## src/rtl/rom_loader_pkg.sv

```systemverilog
// Shared types and constants for the framed program-image loader.
// States, error codes and defaults used by rom_loader and its bench.
package rom_loader_pkg;

  typedef enum logic [2:0] {
    S_IDLE,
    S_LEN_HI,
    S_LEN_LO,
    S_DAT_HI,
    S_DAT_LO,
    S_CSUM,
    S_ERR
  } state_t;

  localparam logic [1:0] ERR_NONE = 2'd0;
  localparam logic [1:0] ERR_TMO  = 2'd1;
  localparam logic [1:0] ERR_LEN  = 2'd2;
  localparam logic [1:0] ERR_CSUM = 2'd3;

  localparam logic [7:0] SYNC_BYTE_DEFAULT = 8'hA5;
  localparam int         DEPTH_DEFAULT     = 32768;

endpackage

```

## src/rtl/rom_loader_timeout.sv

```systemverilog
// Inter-byte idle counter: cleared by clr, counts while en, and flags
// expire once TIMEOUT_CYC idle clocks have accumulated.
module loader_timeout #(
  parameter int TIMEOUT_CYC = 1000000
) (
  input  logic clock,
  input  logic reset,
  input  logic clr,
  input  logic en,
  output logic expire
);

  localparam int             W     = $clog2(TIMEOUT_CYC + 1);
  localparam logic [W-1:0]   LIMIT = W'(TIMEOUT_CYC);

  logic [W-1:0] cnt;

  // NOTE: state registers use non-blocking (<=) so every flop samples the
  // pre-edge values of its inputs, independent of block evaluation order.
  always_ff @(posedge clock) begin
    if (reset || clr || !en)
      cnt <= '0;
    else if (cnt != LIMIT)
      cnt <= cnt + W'(1);
  end

  assign expire = en && (cnt == LIMIT);

endmodule

```

## src/rtl/rom_loader.sv

```systemverilog
// Parses SYNC/LEN/DATA/CSUM byte frames into 16-bit instruction-memory writes,
// holding the CPU in reset while a load is in progress or has failed.
module rom_loader
  import rom_loader_pkg::*;
#(
  parameter logic [7:0] SYNC_BYTE   = SYNC_BYTE_DEFAULT,
  parameter int         DEPTH       = DEPTH_DEFAULT,
  parameter int         TIMEOUT_CYC = 1000000
) (
  input  logic        clock,
  input  logic        reset,
  input  logic [7:0]  rx_data,
  input  logic        rx_valid,
  output logic        mem_we,
  output logic [14:0] mem_addr,
  output logic [15:0] mem_data,
  output logic        cpu_reset,
  output logic        busy,
  output logic        done,
  output logic [1:0]  err_code
);

  localparam logic [16:0] DEPTH_L = 17'(DEPTH);

  state_t      state, state_d;
  logic [7:0]  sum;
  logic [7:0]  len_hi;
  logic [7:0]  hi_q;
  logic [15:0] len;
  logic [15:0] len_in;
  logic [15:0] widx;
  logic        tmo_expire;
  logic        take_sync;
  logic        acc_byte;
  logic        wr_word;
  logic        load_ok;
  logic        err_set;
  logic [1:0]  err_val;

  assign len_in   = {len_hi, rx_data};
  assign busy     = !(state == S_IDLE || state == S_ERR);
  assign acc_byte = rx_valid && (state == S_LEN_HI || state == S_LEN_LO ||
                                 state == S_DAT_HI || state == S_DAT_LO);

  loader_timeout #(.TIMEOUT_CYC(TIMEOUT_CYC)) u_timeout (
    .clock  (clock),
    .reset  (reset),
    .clr    (rx_valid),
    .en     (busy),
    .expire (tmo_expire)
  );

  always_ff @(posedge clock) begin
    if (reset) state <= S_IDLE;
    else       state <= state_d;
  end

  // NOTE: every signal driven here gets a default first; a path that left
  // one unassigned would infer a latch.
  always_comb begin
    state_d   = state;
    take_sync = 1'b0;
    wr_word   = 1'b0;
    load_ok   = 1'b0;
    err_set   = 1'b0;
    err_val   = ERR_NONE;
    case (state)
      S_IDLE, S_ERR: begin
        if (rx_valid && rx_data == SYNC_BYTE) begin
          state_d   = S_LEN_HI;
          take_sync = 1'b1;
        end
      end
      S_LEN_HI: if (rx_valid) state_d = S_LEN_LO;
      S_LEN_LO: begin
        if (rx_valid) begin
          if ({1'b0, len_in} > DEPTH_L) begin
            state_d = S_ERR;
            err_set = 1'b1;
            err_val = ERR_LEN;
          end else if (len_in == 16'd0) begin
            state_d = S_CSUM;
          end else begin
            state_d = S_DAT_HI;
          end
        end
      end
      S_DAT_HI: if (rx_valid) state_d = S_DAT_LO;
      S_DAT_LO: begin
        if (rx_valid) begin
          wr_word = 1'b1;
          state_d = (widx + 16'd1 == len) ? S_CSUM : S_DAT_HI;
        end
      end
      S_CSUM: begin
        if (rx_valid) begin
          if (rx_data == sum) begin
            state_d = S_IDLE;
            load_ok = 1'b1;
          end else begin
            state_d = S_ERR;
            err_set = 1'b1;
            err_val = ERR_CSUM;
          end
        end
      end
      default: state_d = S_IDLE;
    endcase
    // A byte arriving in the expiry cycle is consumed instead of timing out.
    if (tmo_expire && !rx_valid) begin
      state_d = S_ERR;
      err_set = 1'b1;
      err_val = ERR_TMO;
    end
  end

  always_ff @(posedge clock) begin
    if (reset) begin
      mem_we    <= 1'b0;
      mem_addr  <= '0;
      mem_data  <= '0;
      cpu_reset <= 1'b0;
      done      <= 1'b0;
      err_code  <= ERR_NONE;
      sum       <= '0;
      len_hi    <= '0;
      hi_q      <= '0;
      len       <= '0;
      widx      <= '0;
    end else begin
      mem_we <= 1'b0;
      done   <= 1'b0;

      if (take_sync) begin
        sum       <= '0;
        widx      <= '0;
        mem_addr  <= '0;
        err_code  <= ERR_NONE;
        cpu_reset <= 1'b1;
      end else if (acc_byte) begin
        sum <= sum + rx_data;
      end

      if (rx_valid && state == S_LEN_HI) len_hi <= rx_data;
      if (rx_valid && state == S_LEN_LO) len    <= len_in;
      if (rx_valid && state == S_DAT_HI) hi_q   <= rx_data;

      if (wr_word) begin
        mem_we   <= 1'b1;
        mem_data <= {hi_q, rx_data};
        mem_addr <= widx[14:0];
        widx     <= widx + 16'd1;
      end

      if (load_ok) begin
        done      <= 1'b1;
        cpu_reset <= 1'b0;
      end

      if (err_set) err_code <= err_val;
    end
  end

endmodule
```

## config.mk

```make
export PLATFORM = sky130hd
export DESIGN_NAME = rom_loader
export DESIGN_NICKNAME = d
export VERILOG_FILES = /design/src/rtl/rom_loader_pkg.sv /design/src/rtl/rom_loader_timeout.sv /design/src/rtl/rom_loader.sv
export SDC_FILE = /design/constraint.sdc
export NUM_CORES = 1
export LEC_CHECK = 0
export CORE_ASPECT_RATIO = 1.4
export CORE_MARGIN = 2
export CORE_UTILIZATION = 44
export CTS_CLUSTER_SIZE = 12
export DETAILED_ROUTE_END_ITERATION = 10
export PLACE_DENSITY = 0.66
export RECOVER_POWER = 50
export SYNTH_ARGS = -nofsm -noshare
export SYNTH_HDL_FRONTEND = slang
export SYNTH_SLANG_ARGS = --single-unit
```

## constraint.sdc

```tcl
create_clock -name clock -period 1.95 [get_ports clock]
set_input_delay 0.39 -clock clock [delete_from_list [all_inputs] [get_ports clock]]
set_output_delay 0.39 -clock clock [all_outputs]
set_load 0.01 [all_outputs]
```

==> flow_summary.json, run 1 <==
{
  "crit_buf_inv": 1,
  "first_pass_iters": 5,
  "synth_cells": 682,
  "slew_violations": 0,
  "clk_pin_slew_ps": 60,
  "max-vdd-ir-drop_v": 0.0005546,
  "grt-ovfl-total": 0,
  "ys.flop_type": "dfxtp_1",
  "hold_viol_final": 0,
  "hpwl_um": 10530,
  "slew_headroom": 0.5877,
  "chipWidth_um": 97.83,
  "insertion_delay_ps": 410,
  "routedWlPerCell_um": 15.13,
  "dieArea_sq_um": 13240,
  "ys_warn_count": 0,
  "drive_gt1_frac": 0.2461,
  "layout_common_cells": "nand2_1, dfxtp_1, buf_4",
  "synth_seq_area_share": 0.4246,
  "clockRootBuffer": "clkbuf_16",
  "syn_area_per_cell_sq_um": 7.951,
  "async_flop_share": 0,
  "cts_tree": "built",
  "row_count": 48,
  "final_cell_area_sq_um": 7639,
  "cp_max_fo": 6,
  "syn_area_sq_um": 5423,
  "drt-initial-drc-count": 329,
  "cap_violations": 0,
  "start_util": 0.4448,
  "path_class": "primary input to flip-flop",
  "syn_nets": 704,
  "wirelength_um": 14830,
  "grt_pass1_vias": 5216,
  "period_share": 1.064,
  "end_kind": "flip-flop",
  "failed_checks": "negative setup slack",
  "io_buffers": 47,
  "worst-endpoint-required_ps": 2290,
  "fin_skew_ps": 9.790,
  "nNetsFinal": 838,
  "finalSetupViolCount": 13,
  "fill_cells": 1053,
  "vias": 5318,
  "synthDistinctLibCells": 57,
  "power.leakage_nw": 2.945,
  "syn2layout_area_growth_pct": 40.86,
  "h-tree-depth": 4,
  "crit_chain": "clkdlybuf4s50_1 > and4_4 > nand3_2 > nor3_1 > nor2_1 > a221o_1 > or4_1 > o21ai_1",
  "status": "complete, but fails checks",
  "multi_input_area_sq_um": 3186,
  "synth-seq-cells": 115,
  "grt_usage": 0.2265,
  "cts.sinks": 115,
  "setup_ws_ps": -124.0,
  "route.met2.wl_um": 8204,
  "route.met3.wl_um": 524,
  "min_path_type": "primary input to flip-flop",
  "p_per_area_nw_per_um2": 737.9,
  "die_y_um": 135.4,
  "tightestPinTransition_ps": 617.7,
  "io_pins": 48,
  "drc": 0,
  "drtAntennaViolNets": 0,
  "regArea_sq_um": 2318,
  "cp-start-kind": "primary input",
  "synth_edf_count": 0,
  "maxUsedRoutingLayer": "met4",
  "cp_top_family": "simple AND/OR/NAND/NOR gates",
  "place.gp.congestion": 0.8790,
  "numCtsBuffers": 17,
  "grt_max_degree": 38,
  "met1_length_um": 5772,
  "period_needed_ps": 2074,
  "clockBufferDepth": 2,
  "grt_pass1_wl_um": 24360,
  "crit_slowest_cell": "clkdlybuf4s50_1",
  "core_sq_um": 12190,
  "antenna_found_initial": 0,
  "place_ws_ps": -825.2,
  "rsz0062_at_grt": "yes",
  "vias_per_cell": 5.427,
  "post_dp_cell_area_sq_um": 6800,
  "cp.arrival_ps": 2410,
  "max_freq_ghz": 0.4822,
  "layout_commonest_cell": "nand2_1",
  "cpPeakStageDelay_ps": 510
}
==> cell families after synthesis <==
group | Yosys count | share of synthesized area
flip-flops | 115 | 0.4246
XOR/XNOR | 43 | 0.06945
multiplexers | 6 | 0.01108
adder cells (fa/ha/maj) | 12 | 0.02861
AO/OA/AOI/OAI | 152 | 0.1703
buffers and inverters | 54 | 0.04084
AND/OR/NAND/NOR | 300 | 0.2552
==> area by class of cell <==
| class | instances | share of cell area |
|---|---|---|
| Clock inverter | 15 | 0.02244 |
| Tap cell | 150 | 0.02457 |
| Clock buffer | 17 | 0.05569 |
| Sequential cell | 115 | 0.3035 |
| Inverter | 12 | 0.005897 |
| Multi-Input combinational cell | 513 | 0.4170 |
| Timing Repair Buffer | 157 | 0.1705 |
| Antenna cell | 1 | 0.0003276 |
==> final timing paths <==
kind	from	end	slack, ps	cells after the start
max	rx_data[7]	state[1]$_SDFFE_PP0P_	-120	8
max reg2reg	u_timeout.cnt[13]$_SDFFE_PP0P_	state[1]$_SDFFE_PP0P_	-70	7
min reg2reg	hi_q[5]$_SDFFE_PP0P_	mem_data[13]$_SDFFE_PP0P_	450	2
min	reset	widx[14]$_SDFFE_PP0P_	300	2
==> worst register-to-register path, delay by kind of cell, from the launching register on <==
family | cells | cell delay (ps)
flops | 1 | 330
simple gates | 4 | 1100
compound gates | 3 | 520
==> metrics by stage <==
step           hold slack [ps]  total power [mW]  setup TNS, ps  cells  utilization
6_report                 297.1             5.637         -456.2    980       0.6265
5_1_grt                  320.6             5.782          -4357    979       0.6263
4_1_cts                  282.8             5.684         -136.9    977       0.6177
3_5_place_dp             446.0             2.570         -32670    941       0.5578
3_3_place_gp             442.7             2.568         -30040    941       0.5578
2_1_floorplan            432.1             2.470         -19.89    682            -
==> sequential cells by signal (all words and copies together), names as in the netlist <==
| register | flops |
|---|---|
| cpu_reset | 1 |
| done | 1 |
| err_code | 2 |
| hi_q | 8 |
| len | 16 |
| len_hi | 8 |
| mem_addr | 15 |
| mem_data | 16 |
| mem_we | 1 |
| state | 3 |
| sum | 8 |
| u_timeout.cnt | 20 |
| widx | 16 |
==> synth_stat cells, types with 2 or more instances <==
master	instances	area share
nor4_1	8	0.0092
ha_1	10	0.023
nand3_1	21	0.019
nand4_1	10	0.012
dfxtp_1	115	0.42
nor3_1	18	0.017
clkbuf_2	2	0.0018
a21oi_1	75	0.069
o2bb2ai_1	2	0.0032
nor2b_1	3	0.0035
xor2_1	15	0.024
buf_2	10	0.0092
a22o_1	18	0.029
inv_1	12	0.0083
a211oi_1	2	0.0028
a31oi_1	2	0.0023
and3_1	11	0.013
and4_1	2	0.0032
a311oi_1	3	0.0048
nand2_1	129	0.089
o21ai_0	25	0.023
a21o_1	3	0.0042
or3_1	7	0.0081
o22ai_1	3	0.0035
nor2_1	71	0.049
clkbuf_1	29	0.020
nor4bb_1	2	0.0037
mux2i_1	6	0.011
xnor2_1	28	0.045
o21a_1	3	0.0042
a22oi_1	5	0.0069
nand2b_1	7	0.0081
==> layer usage <==
layer / global-route usage / up-vias
met4: 0.09645 / 0
li1: - / 2641
met3: 0.04386 / 25
met5: 0 / -
met2: 0.4304 / 135
met1: 0.2413 / 2517
==> where the power goes <==
part	total [mW]	switching, mW	internal, mW	leakage (nW)
clock	3.12	1.21	1.91	0.280
sequential	2.35	0.000291	2.35	0.932
combinational	0.167	0.0969	0.0706	1.73
==> what timing repair did <==
| action | in CTS | in global routing |
|---|---|---|
| hold buffers | 0 | 0 |
| pin swaps | 11 | 15 |
| buffers inserted | 4 | 4 |
| resized for setup | 36 | 32 |
| setup endpoints to repair | 43 | 13 |
(Power assumes the default switching activity.)
==> run 2, diff against run 1 <==
CORE_UTILIZATION = 30   (was 44)
PLACE_DENSITY = unset   (was 0.66)
TNS_END_PERCENT = 50   (was unset)
==> run 2 against run 1 <==
  * The flow still finishes with violations (negative setup slack)
  * Die area is 45% higher
  * Fmax is 1.4% higher
  * Largest power group unchanged
  * Highest routed layer unchanged
  * Sequential share of layout area is 0.68 points lower
  * Register-to-register slack worse by 20 ps
  * Utilization is 19 points lower
  * Non-clock buffer count stayed put
  * Global-route usage is 7.0 points lower
  * Worst setup slack better by 30 ps
==> flow_summary.json, run 2 (synthesized netlist as in run 1, its figures left out) <==
{
  "vias": 5192,
  "finalSetupViolCount": 3,
  "h-tree-depth": 4,
  "cp_top_family": "simple AND/OR/NAND/NOR gates",
  "place_ws_ps": -836.3,
  "dieArea_sq_um": 19180,
  "numCtsBuffers": 17,
  "cap_violations": 0,
  "final_cell_area_sq_um": 7787,
  "hold_viol_final": 0,
  "tightestPinTransition_ps": 495.0,
  "slew_headroom": 0.6688,
  "power.leakage_nw": 2.895,
  "multi_input_area_sq_um": 3107,
  "row_count": 58,
  "hpwl_um": 10380,
  "io_pins": 48,
  "first_pass_iters": 4,
  "regToRegSetupSlack_ps": -90,
  "insertion_delay_ps": 420,
  "crit_slowest_cell": "or4_1",
  "die_y_um": 163.1,
  "crit_chain": "inv_2 > ha_1 > nor4bb_1 > nand4_1 > nor2_4 > o22ai_2 > a221o_1 > or4_1 > o21ai_1",
  "cts.sinks": 115,
  "grt_pass1_wl_um": 24060,
  "io_buffers": 47,
  "min_path_type": "primary input to flip-flop",
  "period_needed_ps": 2045,
  "p_int_mw": 4.738,
  "cts_hold_repair.buffers": 0,
  "regArea_sq_um": 2311,
  "pwr-share-clk": 0.580,
  "syn2layout_area_growth_pct": 43.61,
  "drt-initial-drc-count": 286,
  "drive_gt1_frac": 0.2280,
  "grt_pass1_vias": 5057,
  "switching_share": 0.2120,
  "cp_max_fo": 3,
  "failed_checks": "negative setup slack",
  "r2r_end": "state[1]$_SDFFE_PP0P_",
  "fill_cells": 1806,
  "chipWidth_um": 117.6,
  "layout_commonest_cell": "nand2_1",
  "clk_pin_slew_ps": 60,
  "setup_ws_ps": -94.52,
  "clockRootBuffer": "clkbuf_16",
  "cp.depth": 9,
  "layout_common_cells": "nand2_1, dfxtp_1, buf_4",
  "vias_per_cell": 4.857,
  "r2r_start": "u_timeout.cnt[0]$_SDFFE_PP0P_",
  "status": "complete, but fails checks",
  "antenna_found_initial": 0,
  "rsz0062_at_grt": "yes",
  "p_comb_frac": 0.029,
  "diodes": 0,
  "p_sw_mw": 1.275,
  "reg2reg_depth": 9,
  "period_share": 1.048,
  "worst-endpoint-required_ps": 2310,
  "p_total_mw": 6.013,
  "largest_register_ffs": 20,
  "startpoint": "u_timeout.cnt[0]$_SDFFE_PP0P_",
  "nNetsFinal": 838,
  "clockBufferDepth": 2,
  "start_util": 0.3038,
  "place.gp.congestion": 0.8904,
  "drtAntennaViolNets": 0,
  "slew_violations": 0,
  "cp-start-kind": "flip-flop",
  "post_dp_cell_area_sq_um": 6898,
  "routedWlPerCell_um": 13.68,
  "endpoint": "state[1]$_SDFFE_PP0P_",
  "crit_buf_inv": 1,
  "max_freq_ghz": 0.4891,
  "fin_skew_ps": 11.79,
  "grt_usage": 0.1560,
  "path_class": "flip-flop to flip-flop",
  "cp.arrival_ps": 2410,
  "cts_tree": "built",
  "grt_max_degree": 43,
  "grt-ovfl-total": 0,
  "max-vdd-ir-drop_v": 0.0006369,
  "end_kind": "flip-flop",
  "core_sq_um": 17850,
  "largest_register": "u_timeout.cnt",
  "drc": 0,
  "p_seq_frac": 0.391,
  "cpPeakStageDelay_ps": 390,
  "p_per_area_nw_per_um2": 772.2,
  "wirelength_um": 14630
}
==> run 2: final cells by class <==
cell class / instances / area share
clock inverter: 14 / 0.02892
multi-input combinational: 513 / 0.3989
sequential: 115 / 0.2968
timing repair buffer: 157 / 0.1746
tap: 240 / 0.03856
clock buffer: 18 / 0.05639
inverter: 12 / 0.005784
==> run 2: worst min-delay path: stages <==
cell and delay [ps]:
clkbuf_2 120, nand2_1 60, a21oi_1 50
==> run 2: power by group through the flow <==
| stage | sequential [mW] | clock, mW | combinational, mW |
|---|---|---|---|
| 5_1_grt | 2.35 | 3.66 | 0.186 |
| 2_1_floorplan | 2.40 | 0 | 0.0677 |
| 3_3_place_gp | 2.40 | 0 | 0.165 |
| 6_report | 2.35 | 3.49 | 0.172 |
| 4_1_cts | 2.35 | 3.55 | 0.166 |
| 3_5_place_dp | 2.40 | 0 | 0.165 |
==> run 2: worst min-delay path by stage <==
stage / from / to / slack (ps) / depth (start not counted)
floorplan: hi_q[2]$_SDFFE_PP0P_ / mem_data[10]$_SDFFE_PP0P_ / 430 / 2
global placement: mem_data[7]$_SDFFE_PP0P_ / mem_data[7]$_SDFFE_PP0P_ / 440 / 2
detailed placement: mem_data[14]$_SDFFE_PP0P_ / mem_data[14]$_SDFFE_PP0P_ / 450 / 2
CTS: reset / widx[0]$_SDFFE_PP0P_ / 290 / 2
global route: rx_data[2] / mem_data[2]$_SDFFE_PP0P_ / 260 / 3
finish: rx_data[2] / mem_data[2]$_SDFFE_PP0P_ / 250 / 3
==> run 2: routing by layer <==
metal,track usage,part of all wire,up-vias
li1,-,-,2634
met1,0.1583,0.40,2454
met2,0.2925,0.54,73
met3,0.03911,0.029,31
met4,0.08379,0.032,0
met5,0,0,-
==> run 2: timing repair <==
item | in CTS | in global routing
buffers inserted | 7 | 1
pin swaps | 14 | 1
endpoints found under the setup margin | 42 | 24
resized for setup | 33 | 15
==> run 2: stage by stage <==
step / cells / utilization / hold WS (ps) / setup TNS (ps)
floorplan: 682 / - / 432.1 / -24.95
global placement: 1029 / 0.3864 / 441.9 / -29100
detailed placement: 1029 / 0.3864 / 447.0 / -30300
CTS: 1068 / 0.4329 / 285.6 / -179.1
global route: 1069 / 0.4362 / 264.9 / -689.7
finish: 1069 / 0.4362 / 247.4 / -150.0
